$ cat config.mk
export PLATFORM = sky130hd
export DESIGN_NAME = fp_divider_flat
export DESIGN_NICKNAME = d
export VERILOG_FILES = /design/src/rtl/fp_divider_if.sv /design/src/rtl/fp_divider.sv /design/src/flat_wrapper.sv
export SDC_FILE = /design/constraint.sdc
export NUM_CORES = 1
export LEC_CHECK = 0
export ABC_CLOCK_PERIOD_IN_PS = 2600
export CORE_MARGIN = 10
export CORE_UTILIZATION = 50
export CTS_CLUSTER_SIZE = 24
export DETAILED_ROUTE_END_ITERATION = 10
export PLACE_DENSITY = 0.75
export SYNTH_ARGS = -nofsm -noshare
export SYNTH_HDL_FRONTEND = slang
export SYNTH_SLANG_ARGS = --single-unit
$ cat constraint.sdc
create_clock -name clk -period 2.6 [get_ports clk]
set_input_delay 0.52 -clock clk [delete_from_list [all_inputs] [get_ports clk]]
set_output_delay 0.52 -clock clk [all_outputs]
set_load 0.005 [all_outputs]
$ cat src/rtl/fp_divider_if.sv
// Start/busy/done handshake and result bundle for the binary32 divider.
// The master drives a request; the slave returns the quotient and exception flags.
interface fp_divider_if;
    logic        start;
    logic [31:0] a;
    logic [31:0] b;
    logic        busy;
    logic        done;
    logic [31:0] result;
    logic        overflow;
    logic        underflow;
    logic        inf;
    logic        nan;
    logic        dz;

    modport master (
        output start, a, b,
        input  busy, done, result, overflow, underflow, inf, nan, dz
    );

    modport slave (
        input  start, a, b,
        output busy, done, result, overflow, underflow, inf, nan, dz
    );
endinterface

$ cat src/rtl/fp_divider.sv
// Iterative binary32 divider: restoring radix-2, one quotient bit per cycle, FTZ in/out.
// FP_DIV_ROUND_EN selects round-to-nearest-even; otherwise truncate with saturating overflow.
module fp_divider (
    input  logic         clk,
    input  logic         rst,
    fp_divider_if.slave  bus
);

`ifdef FP_DIV_ROUND_EN
    localparam bit RNE = 1'b1;
`else
    localparam bit RNE = 1'b0;
`endif

    typedef enum logic [2:0] {S_IDLE, S_UNPACK, S_DIVIDE, S_NORM, S_DONE} state_t;

    state_t             state_q, state_d;
    logic [31:0]        a_q, a_d, b_q, b_d;
    logic               sign_q, sign_d;
    logic               spec_q, spec_d;
    logic signed [9:0]  exp_q, exp_d;
    logic [24:0]        rem_q, rem_d;
    logic [23:0]        div_q, div_d;
    logic [25:0]        quo_q, quo_d;
    logic [4:0]         cnt_q, cnt_d;
    logic [31:0]        result_q, result_d;
    logic               busy_q, busy_d, done_q, done_d;
    logic               ovf_q, ovf_d, unf_q, unf_d, inf_q, inf_d, nan_q, nan_d, dz_q, dz_d;

    // Operand classification after flush-to-zero of exponent-0 inputs.
    logic a_zero, b_zero, a_inf, b_inf, a_nan, b_nan;
    assign a_zero = (a_q[30:23] == 8'h00);
    assign b_zero = (b_q[30:23] == 8'h00);
    assign a_inf  = (a_q[30:23] == 8'hFF) && (a_q[22:0] == 23'h0);
    assign b_inf  = (b_q[30:23] == 8'hFF) && (b_q[22:0] == 23'h0);
    assign a_nan  = (a_q[30:23] == 8'hFF) && (a_q[22:0] != 23'h0);
    assign b_nan  = (b_q[30:23] == 8'hFF) && (b_q[22:0] != 23'h0);

    logic [25:0] diff;
    assign diff = {1'b0, rem_q} - {2'b00, div_q};

    // Normalisation and rounding of the finished quotient.
    logic [23:0]       mant_n;
    logic              guard_n, sticky_n, round_inc;
    logic signed [9:0] exp_n, exp_f;
    logic [24:0]       mant_r;
    logic [22:0]       frac_f;
    logic [31:0]       norm_res;
    logic              norm_ovf, norm_unf, norm_inf;

    always_comb begin
        mant_n   = quo_q[24:1];
        guard_n  = quo_q[0];
        sticky_n = |rem_q;
        exp_n    = exp_q - 10'sd1;
        if (quo_q[25]) begin
            mant_n   = quo_q[25:2];
            guard_n  = quo_q[1];
            sticky_n = quo_q[0] | (|rem_q);
            exp_n    = exp_q;
        end
        round_inc = RNE & guard_n & (sticky_n | mant_n[0]);
        mant_r    = {1'b0, mant_n} + {24'h0, round_inc};
        frac_f    = mant_r[22:0];
        exp_f     = exp_n;
        if (mant_r[24]) begin
            frac_f = mant_r[23:1];
            exp_f  = exp_n + 10'sd1;
        end
        norm_ovf = 1'b0;
        norm_unf = 1'b0;
        norm_inf = 1'b0;
        norm_res = {sign_q, exp_f[7:0], frac_f};
        if (exp_f >= 10'sd255) begin
            norm_ovf = 1'b1;
`ifdef FP_DIV_ROUND_EN
            norm_inf = 1'b1;
            norm_res = {sign_q, 8'hFF, 23'h0};
`else
            norm_res = {sign_q, 31'h7F7FFFFF};
`endif
        end else if (exp_f <= 10'sd0) begin
            norm_unf = 1'b1;
            norm_res = {sign_q, 31'h0};
        end
    end

    always_comb begin
        state_d  = state_q;
        a_d      = a_q;
        b_d      = b_q;
        sign_d   = sign_q;
        spec_d   = spec_q;
        exp_d    = exp_q;
        rem_d    = rem_q;
        div_d    = div_q;
        quo_d    = quo_q;
        cnt_d    = cnt_q;
        result_d = result_q;
        busy_d   = busy_q;
        done_d   = 1'b0;
        ovf_d    = ovf_q;
        unf_d    = unf_q;
        inf_d    = inf_q;
        nan_d    = nan_q;
        dz_d     = dz_q;
        case (state_q)
            S_IDLE, S_DONE: begin
                state_d = S_IDLE;
                if (bus.start) begin
                    a_d     = bus.a;
                    b_d     = bus.b;
                    busy_d  = 1'b1;
                    ovf_d   = 1'b0;
                    unf_d   = 1'b0;
                    inf_d   = 1'b0;
                    nan_d   = 1'b0;
                    dz_d    = 1'b0;
                    state_d = S_UNPACK;
                end
            end
            S_UNPACK: begin
                sign_d  = a_q[31] ^ b_q[31];
                spec_d  = 1'b1;
                // Special results are registered here and ride through NORM untouched.
                state_d = S_NORM;
                if (a_nan || b_nan || (a_zero && b_zero) || (a_inf && b_inf)) begin
                    result_d = 32'h7FC00000;
                    nan_d    = 1'b1;
                end else if (a_inf) begin
                    result_d = {a_q[31] ^ b_q[31], 8'hFF, 23'h0};
                    inf_d    = 1'b1;
                end else if (b_zero) begin
                    result_d = {a_q[31] ^ b_q[31], 8'hFF, 23'h0};
                    inf_d    = 1'b1;
                    dz_d     = 1'b1;
                end else if (b_inf || a_zero) begin
                    result_d = {a_q[31] ^ b_q[31], 31'h0};
                end else begin
                    spec_d  = 1'b0;
                    rem_d   = {2'b01, a_q[22:0]};
                    div_d   = {1'b1, b_q[22:0]};
                    exp_d   = $signed({2'b00, a_q[30:23]}) - $signed({2'b00, b_q[30:23]}) + 10'sd127;
                    quo_d   = 26'h0;
                    cnt_d   = 5'd0;
                    state_d = S_DIVIDE;
                end
            end
            S_DIVIDE: begin
                rem_d = (diff[25] ? rem_q : diff[24:0]) << 1;
                quo_d = {quo_q[24:0], ~diff[25]};
                cnt_d = cnt_q + 5'd1;
                if (cnt_q == 5'd25)
                    state_d = S_NORM;
            end
            S_NORM: begin
                if (!spec_q) begin
                    result_d = norm_res;
                    ovf_d    = norm_ovf;
                    unf_d    = norm_unf;
                    inf_d    = norm_inf;
                end
                busy_d  = 1'b0;
                done_d  = 1'b1;
                state_d = S_DONE;
            end
            default: state_d = S_IDLE;
        endcase
    end

    always_ff @(posedge clk) begin
        if (rst) begin
            state_q  <= S_IDLE;
            a_q      <= 32'h0;
            b_q      <= 32'h0;
            sign_q   <= 1'b0;
            spec_q   <= 1'b0;
            exp_q    <= 10'sd0;
            rem_q    <= 25'h0;
            div_q    <= 24'h0;
            quo_q    <= 26'h0;
            cnt_q    <= 5'd0;
            result_q <= 32'h0;
            busy_q   <= 1'b0;
            done_q   <= 1'b0;
            ovf_q    <= 1'b0;
            unf_q    <= 1'b0;
            inf_q    <= 1'b0;
            nan_q    <= 1'b0;
            dz_q     <= 1'b0;
        end else begin
            state_q  <= state_d;
            a_q      <= a_d;
            b_q      <= b_d;
            sign_q   <= sign_d;
            spec_q   <= spec_d;
            exp_q    <= exp_d;
            rem_q    <= rem_d;
            div_q    <= div_d;
            quo_q    <= quo_d;
            cnt_q    <= cnt_d;
            result_q <= result_d;
            busy_q   <= busy_d;
            done_q   <= done_d;
            ovf_q    <= ovf_d;
            unf_q    <= unf_d;
            inf_q    <= inf_d;
            nan_q    <= nan_d;
            dz_q     <= dz_d;
        end
    end

    assign bus.busy      = busy_q;
    assign bus.done      = done_q;
    assign bus.result    = result_q;
    assign bus.overflow  = ovf_q;
    assign bus.underflow = unf_q;
    assign bus.inf       = inf_q;
    assign bus.nan       = nan_q;
    assign bus.dz        = dz_q;

endmodule
$ cat src/flat_wrapper.sv
// flat-port wrapper written by rule: the top's interface ports become plain ports
module fp_divider_flat 
  (clk, rst, bus_start, bus_a, bus_b, bus_busy, bus_done, bus_result, bus_overflow, bus_underflow, bus_inf, bus_nan, bus_dz);
  fp_divider_if bus_i ();
  input  logic clk;
  input  logic rst;
  input wire logic [$bits(bus_i.start)-1:0] bus_start;
  input wire logic [$bits(bus_i.a)-1:0] bus_a;
  input wire logic [$bits(bus_i.b)-1:0] bus_b;
  output wire logic [$bits(bus_i.busy)-1:0] bus_busy;
  output wire logic [$bits(bus_i.done)-1:0] bus_done;
  output wire logic [$bits(bus_i.result)-1:0] bus_result;
  output wire logic [$bits(bus_i.overflow)-1:0] bus_overflow;
  output wire logic [$bits(bus_i.underflow)-1:0] bus_underflow;
  output wire logic [$bits(bus_i.inf)-1:0] bus_inf;
  output wire logic [$bits(bus_i.nan)-1:0] bus_nan;
  output wire logic [$bits(bus_i.dz)-1:0] bus_dz;
  assign bus_i.start = bus_start;
  assign bus_i.a = bus_a;
  assign bus_i.b = bus_b;
  assign bus_busy = bus_i.busy;
  assign bus_done = bus_i.done;
  assign bus_result = bus_i.result;
  assign bus_overflow = bus_i.overflow;
  assign bus_underflow = bus_i.underflow;
  assign bus_inf = bus_i.inf;
  assign bus_nan = bus_i.nan;
  assign bus_dz = bus_i.dz;
  fp_divider u_core (.clk(clk), .rst(rst), .bus(bus_i));
endmodule
==> results.json <==
{
  "run_status": "finished, violations left",
  "violations": "negative setup slack",
  "finalWeightedCongestion": 0.924,
  "end_kind": "register",
  "cp.depth": 11,
  "netlist_instances": 1269,
  "period_minus_slack_ps": 2720,
  "maxSlewViolCount": 0,
  "syn_to_final_growth_pct": 28.4,
  "power.internal_w": 0.0108,
  "ir_drop_mv": 1.23,
  "rsz0062_at_grt": "true",
  "vias_per_cell": 5.59,
  "layout_common_cells": "268 x nand2_1, 190 x dfxtp_1, 164 x a21oi_1, 104 x clkdlybuf4s50_1, 89 x buf_4",
  "cts_tree": "built",
  "whs_path_depth": 2,
  "seqPwrFrac_pct": 21.2,
  "drv_cap": 0,
  "drt_iter0_markers": 691,
  "h-tree-depth": 4,
  "vias": 9455,
  "cts_buffers": 17,
  "dpl.hpwl_um": 19800,
  "critical-path-max-stage-delay_ps": 370,
  "maxSlewHeadroom_pct": 51.2,
  "synth_edf_count": 0,
  "multi_input_area_um2": 5840,
  "yosys_warnings": 0,
  "path_cells": "ha_4, nor3_2, or3_4, a21o_1, a2111oi_4, nor3_4, o31ai_4, buf_6, buf_12, mux2i_1, o22ai_1",
  "required_ps": 2890,
  "cts_root_buffer": "clkbuf_16",
  "startpoint_type": "register",
  "cts.path.max_buffers": 2,
  "final-setup-viol-count": 9,
  "seqCellArea_um2": 3970,
  "hold_viol": 0,
  "grt_pass1_wl_um": 44700,
  "p_sw_w": 0.00795,
  "async_flop_share_pct": 0,
  "initial_core_util_pct": 51.0,
  "worstSetupPathType": "reg -> reg",
  "stdcell_count": 1692,
  "wl_um": 27800,
  "cts.sinks": 198,
  "syn-num-nets": 1374,
  "grt_use_total_pct": 20.6,
  "overflow": 0,
  "grt_pass1_vias": 8875,
  "syn_avg_cell_area_um2": 7.87,
  "fin_ws_ps": -118,
  "p_clk_share_pct": 14.8,
  "synth_ff_type": "dfxtp_1",
  "clock-skew-final_ps": 10.8,
  "max_freq_ghz": 0.368,
  "synth-seq-cells": 198,
  "power.density_cell_area_nw_per_um2": 1460,
  "die_area_um2": 26000,
  "port_buffers": 105,
  "slowest_stage": "or3_4",
  "cts_hold_buf": 0,
  "clock_latency_ps": 440,
  "setup_tns_ps": -700,
  "rows": 51,
  "mostFrequentLayoutCell": "nand2_1",
  "ys_seq_area_share_pct": 39.7,
  "ios": 106,
  "synth.cell_area_um2": 9990,
  "p_leak_nw": 4.83,
  "min_period_over_period_pct": 105,
  "die_y_um": 161,
  "hp-class": "reg -> reg",
  "worstPathArrival_ps": 3010,
  "reg2regPathDepth": 11,
  "path_clk_slew_ps": 70,
  "ys_types": 70,
  "comb_power_share_pct": 64.0,
  "core-area_um2": 19600,
  "drtPass1Iterations": 5,
  "worst-path-max-fanout": 7,
  "antenna_found_initial": 1,
  "ant_nets": 0,
  "fill_cells": 1662,
  "fp.dieW_um": 161,
  "swShare_pct": 42.4,
  "crit_family": "compound AO/OA/AOI/OAI gates",
  "place_ws_ps": -207,
  "cp_num_buf_inv": 2,
  "drive_gt1_share_pct": 15.1,
  "grt_max_degree": 62,
  "tightest_slew_ps": 732,
  "drc": 0,
  "dp.cells": 1648,
  "n_antenna_cell": 0,
  "wl_per_cell_um": 16.4,
  "nets": 1519
}
==> through the flow <==
stage | instance area, µm² | utilization [%] | power, W | hold WS, ps
after CTS | 12600 | 64.2 | 0.0180 | 454
final | 12800 | 65.5 | 0.0187 | 455
after floorplan | 10000 | - | 0.0109 | 432
after detailed placement | 11800 | 60.2 | 0.0142 | 447
after global placement | 11800 | 60.2 | 0.0141 | 441
after global routing | 12800 | 65.5 | 0.0199 | 472
==> sequential cells by signal, summed over array words and instances (netlist names), 3 cells and up <==
signal and flops:
u_core.a_q 32, u_core.b_q 32, u_core.bus.result 32, u_core.quo_q 26
u_core.rem_q 25, u_core.div_q 24, u_core.exp_q 10, u_core.cnt_q 5
u_core.state_q 3
==> final timing paths <==
check | slack [ps] | endpoint | from
worst max-delay path | -120 | u_core.rem_q[13]$_SDFFE_PP0P_ | u_core.rem_q[5]$_SDFFE_PP0P_
worst min register to register | 460 | u_core.div_q[18]$_SDFFE_PP0P_ | u_core.div_q[18]$_SDFFE_PP0P_
worst max register to register | -120 | u_core.rem_q[13]$_SDFFE_PP0P_ | u_core.rem_q[5]$_SDFFE_PP0P_
worst min-delay path | 460 | u_core.div_q[18]$_SDFFE_PP0P_ | u_core.div_q[18]$_SDFFE_PP0P_
==> cell usage after synthesis, types with 22 or more instances <==
cell / count / area share, %
nor2_1: 68 / 2.6
dfxtp_1: 198 / 40
nor4_1: 23 / 1.4
nand2_1: 271 / 10
inv_1: 51 / 1.9
mux2i_1: 23 / 2.3
nand3_1: 42 / 2.1
o21ai_0: 22 / 1.1
ha_1: 36 / 4.5
xnor2_1: 26 / 2.3
clkbuf_1: 64 / 2.4
a21oi_1: 170 / 8.5
==> worst reg2reg max path: stages (launching register included) <==
cell and delay, ps:
dfxtp_1 360, ha_4 300, nor3_2 40, or3_4 370
a21o_1 200, a2111oi_4 350, nor3_4 80, o31ai_4 270
buf_6 150, buf_12 130, mux2i_1 210, o22ai_1 110
==> kinds of logic after synthesis <==
logic type | Yosys count | synth area share, %
simple gates | 499 | 22.7
compound gates | 327 | 20.3
flops | 198 | 39.7
buf+inv | 130 | 5.16
xor+xnor | 44 | 3.86
fa+ha+maj | 38 | 4.91
mux | 33 | 3.43
==> metal layers <==
layer	track usage (%)	part of all wire, %	vias up
li1	-	-	4731
met5	0	0.047	-
met4	6.45	1.6	2
met1	25.5	44	4407
met3	4.63	5.8	44
met2	34.7	49	271
==> timing repair <==
action | in CTS | in global routing
cloned | 1 | 0
setup buffers | 7 | 5
pin swaps | 7 | 23
gates resized for setup | 26 | 55
setup endpoints to repair | 42 | 60
==> final cells by class <==
class                           count  share of cell area [%]
Inverter                           51                    1.49
Tap cell                          265                    2.58
Timing Repair Buffer              205                    14.7
Sequential cell                   198                    31.0
Clock buffer                       22                    3.46
Clock inverter                     10                    1.32
Multi-Input combinational cell    941                    45.5
==> power by group through the flow <==
stage | Clock [W] | Sequential [W] | Combinational (W)
6_report | 0.00278 | 0.00397 | 0.0120
3_3_place_gp | 0 | 0.00399 | 0.0101
3_5_place_dp | 0 | 0.00401 | 0.0102
2_1_floorplan | 0 | 0.00388 | 0.00701
4_1_cts | 0.00280 | 0.00395 | 0.0113
5_1_grt | 0.00293 | 0.00404 | 0.0130
No activity file was read; power rests on OpenSTA's default activity.
